### config.mk
export PLATFORM = sky130hd
export DESIGN_NAME = nibble_serial_adder_seq
export DESIGN_NICKNAME = d
export VERILOG_FILES = /design/src/rtl/adder_seq_pkg.sv /design/src/rtl/fourbit_adder.sv /design/src/rtl/nibble_serial_adder_seq.sv
export SDC_FILE = /design/constraint.sdc
export NUM_CORES = 1
export LEC_CHECK = 0
export BUFFER_PORTS_ARGS = -buffer_cell sky130_fd_sc_hd__buf_2
export CAP_MARGIN = 40
export CORE_MARGIN = 8
export CORE_UTILIZATION = 55
export CTS_CLUSTER_SIZE = 8
export DETAILED_ROUTE_END_ITERATION = 10
export PLACE_DENSITY = 0.87
export SLEW_MARGIN = 40
export SYNTH_ARGS = -nofsm -noshare
export SYNTH_HDL_FRONTEND = slang
export SYNTH_SLANG_ARGS = --single-unit
export TNS_END_PERCENT = 5
### constraint.sdc
create_clock -name clk_in -period 5.7 [get_ports clk_in]
set_input_delay 0.57 -clock clk_in [delete_from_list [all_inputs] [get_ports clk_in]]
set_output_delay 0.57 -clock clk_in [all_outputs]
set_load 0.005 [all_outputs]
### src/rtl/adder_seq_pkg.sv
// Shared constants for the nibble-serial adder: FSM encoding and slice width.
package adder_seq_pkg;

  localparam int unsigned NIB_W = 4;

  typedef enum logic [1:0] {
    ST_IDLE = 2'd0,
    ST_RUN  = 2'd1,
    ST_DONE = 2'd2
  } state_e;

endpackage

### src/rtl/fourbit_adder.sv
// Combinational 4-bit ripple slice: {c_out, s_out} = a_in + b_in + c_in.
module fourbit_adder (
  input  logic [3:0] a_in,
  input  logic [3:0] b_in,
  input  logic       c_in,
  output logic [3:0] s_out,
  output logic       c_out
);

  logic [4:0] sum;

  assign sum   = {1'b0, a_in} + {1'b0, b_in} + {4'b0000, c_in};
  assign s_out = sum[3:0];
  assign c_out = sum[4];

endmodule

### src/rtl/nibble_serial_adder_seq.sv
// WIDTH-bit adder that reuses one 4-bit slice over WIDTH/4 cycles, LS nibble first,
// with valid/ready handshakes on operand entry and result exit.
module nibble_serial_adder_seq
  import adder_seq_pkg::*;
#(
  parameter int unsigned WIDTH = 16
) (
  input  logic             clk_in,
  input  logic             rst_n_in,
  input  logic             start_valid_in,
  output logic             start_ready_out,
  input  logic [WIDTH-1:0] a_in,
  input  logic [WIDTH-1:0] b_in,
  input  logic             c_in,
  output logic             done_valid_out,
  input  logic             done_ready_in,
  output logic [WIDTH-1:0] s_out,
  output logic             c_out,
  output logic             ovf_out,
  output logic             busy_out
);

  localparam int unsigned NIBBLES = WIDTH / NIB_W;
  localparam int unsigned IDX_W   = (NIBBLES > 1) ? $clog2(NIBBLES) : 1;
  localparam logic [IDX_W-1:0] IDX_LAST = IDX_W'(NIBBLES - 1);

  state_e           state_q, state_d;
  logic [WIDTH-1:0] a_q, a_d, b_q, b_d, s_q, s_d;
  logic             carry_q, carry_d, c_q, c_d;
  logic [IDX_W-1:0] idx_q, idx_d;

  logic [NIB_W-1:0] a_nib, b_nib, sum_nib;
  logic             nib_co;

  always_comb begin
    a_nib = a_q[NIB_W*int'(idx_q) +: NIB_W];
    b_nib = b_q[NIB_W*int'(idx_q) +: NIB_W];
  end

  fourbit_adder u_slice (
    .a_in  (a_nib),
    .b_in  (b_nib),
    .c_in  (carry_q),
    .s_out (sum_nib),
    .c_out (nib_co)
  );

  always_comb begin
    state_d = state_q;
    a_d     = a_q;
    b_d     = b_q;
    s_d     = s_q;
    carry_d = carry_q;
    c_d     = c_q;
    idx_d   = idx_q;
    unique case (state_q)
      ST_IDLE: begin
        if (start_valid_in) begin
          a_d     = a_in;
          b_d     = b_in;
          carry_d = c_in;
          idx_d   = '0;
          state_d = ST_RUN;
        end
      end
      ST_RUN: begin
        s_d[NIB_W*int'(idx_q) +: NIB_W] = sum_nib;
        carry_d = nib_co;
        if (idx_q == IDX_LAST) begin
          c_d     = nib_co;
          state_d = ST_DONE;
        end else begin
          idx_d = idx_q + 1'b1;
        end
      end
      ST_DONE: begin
        if (done_ready_in) state_d = ST_IDLE;
      end
      default: state_d = ST_IDLE;
    endcase
  end

  always_ff @(posedge clk_in or negedge rst_n_in) begin
    if (!rst_n_in) begin
      state_q <= ST_IDLE;
      a_q     <= '0;
      b_q     <= '0;
      s_q     <= '0;
      carry_q <= 1'b0;
      c_q     <= 1'b0;
      idx_q   <= '0;
    end else begin
      state_q <= state_d;
      a_q     <= a_d;
      b_q     <= b_d;
      s_q     <= s_d;
      carry_q <= carry_d;
      c_q     <= c_d;
      idx_q   <= idx_d;
    end
  end

  // Carry into the MSB is recovered from the sum bit rather than stored.
  assign ovf_out         = (a_q[WIDTH-1] ^ b_q[WIDTH-1] ^ s_q[WIDTH-1]) ^ c_q;
  assign s_out           = s_q;
  assign c_out           = c_q;
  assign busy_out        = (state_q != ST_IDLE);
  assign start_ready_out = ~busy_out;
  assign done_valid_out  = (state_q == ST_DONE);

endmodule

==> run metrics <==
status complete, no violations; min-delay worst type in2async; syn nets 233; gp weighted congestion 0.882; # IOs 58; skew final around 0.011 ns; Pre-Repair DR Iteration Count 4; Synth top cells by count dfrtp_1, mux2_4, nand2_1; most frequent cell after synthesis dfrtp_1; Power Dens Cells 644 nW/um^2; setup TNS 0 ns; # fillers 362; CP Data Arrival Time 2.99 ns; Crit-path slowest cell dfrtp_1; Yosys top cell area share 51.1%; largest net degree at the start of global routing 55; cts hold-fix bufs 0; critical path peak fanout 14; crit path capture type flip-flop; layout cell share with drive strength beyond 1 about 44%; Slew Viols, Final 0; reg2reg path depth 5; Clock Path Buffers 2; Seq/Total Area, Yosys 51.1%; post-synthesis cell type count 30; r2r setup slk 2.93 ns; Layout Nets about 290; Row Count 25; Vias 1623; CP peak stage delay 0.81 ns; CP most frequent cell fa_1; Buf+Inv Stages, Crit Path 1; CTS tree yes; family with the most delay on the worst path adder cells; RSZ-0062 raised after global routing no; Die H 85.3 um; antenna violations before repair 0; TritonCTS buffer count 5; Max-slew headroom 53.2%; wire per inst around 18 um; Post-synth EDFFs 0; reg2reg end s_out[1]; I/O Buffers 57; DR DRC count 0; Async S/R FF share, synth 100%; DR vias/cell 5.45; fin crit share slightly below 50%; vias in the first global route 1774; die area between 7000 and 8000 um^2; grt ovf 0; top post-synthesis cells by area dfrtp_1, mux2_4, mux4_2; Avg Cell Area, Syn 14.3 um^2; Setup crit start kind flip-flop; max cap viols 0; Root Driver clkbuf_8; Lkg Pwr 1.52 nW; initial DRC count 84; antenna-violating nets left 0; post_cts resized 0; Synth Cell Area 2640 um^2; Critical Path, Cell by Cell mux4_2 -> fa_1 -> inv_1 -> fa_1 -> o31ai_1; n_diodes 0; DIE WIDTH 85.3 um; Reg-to-Reg Start idx_q[0]; Final Hold Viols 0; peak supply drop 371 uV; Setup Viol. Count Final 0; final cell utilization of the core 64.4%; synthesis-to-finish area growth 14.4%; CTS sink count 54; Power Total 1.95 mW; number of H-tree levels 2; critical path class reg2reg; Fmax 361 MHz; Req. time, crit path 5.92 ns; Post-CTS Setup Inserts 0; CTS clk-pin slew, worst paths 0.09 ns; Warnings, synthesis 0; first-pass GRT wire length 8.79 mm; post-synthesis instance total 185; starting density of the core between 50% and 60%; largest area contributor in the netlist dfrtp_1; Slew @ Worst Pin approximately 0.7 ns; detailed-route wire length 5.32 mm; worst-skew pair later-pin latency 0.31 ns; Synth Flop Type dfrtp_1; Core ar. between 4000 and 5000 um^2; #FFs+latches synth 54; min Tclk post-route around 2.8 ns; All-Layer GR Usage between 15 and 20%; dpl hpwl about 4.1 mm
[registers in the layout, indices dropped and copies added, names as in the netlist]
name and count:
idx_q 2, b_q 16, state_q 2, s_out 16
a_q 16, carry_q 1, c_out 1
[cells by family after synthesis]
kind of cell    Yosys count  share of synthesized area [%]
mux                      41                           25.1
buf+inv                  15                           3.41
simple gates             35                           6.49
flops                    54                           51.1
compound gates           24                           6.39
fa+ha+maj                11                           5.78
xor+xnor                  5                           1.66
[worst register-to-register path, delay by kind of cell, from the launching register on]
family	cells	cell delay (ns)
AO/OA/AOI/OAI	1	0.27
adder cells (fa/ha/maj)	2	0.91
buffers and inverters	1	0.09
flip-flops	1	0.81
multiplexers	1	0.61
[metrics by stage]
stage               setup slack (ns)  hold WS, ns  area (um^2)  instances
floorplan                       3.33        0.274         2640        185
global placement                3.02        0.461         2950        291
detailed placement              2.94        0.469         2950        291
CTS                             2.92        0.389         3020        298
global route                    2.72        0.413         3020        298
finish                          2.93        0.361         3020        298
[worst max path at each step]
stage                  start        to  slack [ns]  cells past startpoint
floorplan           idx_q[0]  s_out[1]        3.33                      6
global placement    idx_q[0]  s_out[9]        3.02                      5
detailed placement  idx_q[0]  s_out[1]        2.94                      5
CTS                 idx_q[0]  s_out[1]        2.92                      5
global route        idx_q[0]  s_out[9]        2.72                      5
finish              idx_q[0]  s_out[1]        2.93                      5
[power by group]
group          internal [mW]  switching [mW]  leakage, nW  total (mW)
Clock                 0.0849           0.115       0.0383       0.200
Sequential             0.563           0.150        0.670       0.713
Combinational          0.557           0.477        0.814        1.03
[metal layers]
| layer | routed length [um] | global-route usage, % |
|---|---|---|
| met1 | 2320 | 18.7 |
| met2 | 2560 | 25.6 |
| met3 | 373 | 5.21 |
| met4 | 64 | 4.78 |
| met5 | 0 | 0 |
[layout by cell type (no fill, tap or decap), types with 6 or more instances in the layout]
cell	instances
mux4_2	8
nand2_1	15
a22o_1	9
o21ai_0	6
mux2_4	30
inv_1	9
ha_1	9
nor2_1	6
buf_2	57
dfrtp_1	54
[area by class of cell]
cell class / instances / area (um^2) / area share [%]
clock buffer: 7 / 76.3 / 2.52
inverter: 9 / 33.8 / 1.12
multi-input combinational: 116 / 1200 / 39.7
sequential: 54 / 1350 / 44.7
tap: 54 / 67.6 / 2.24
timing repair buffer: 58 / 293 / 9.69
Power figures use the tool's default switching activity.
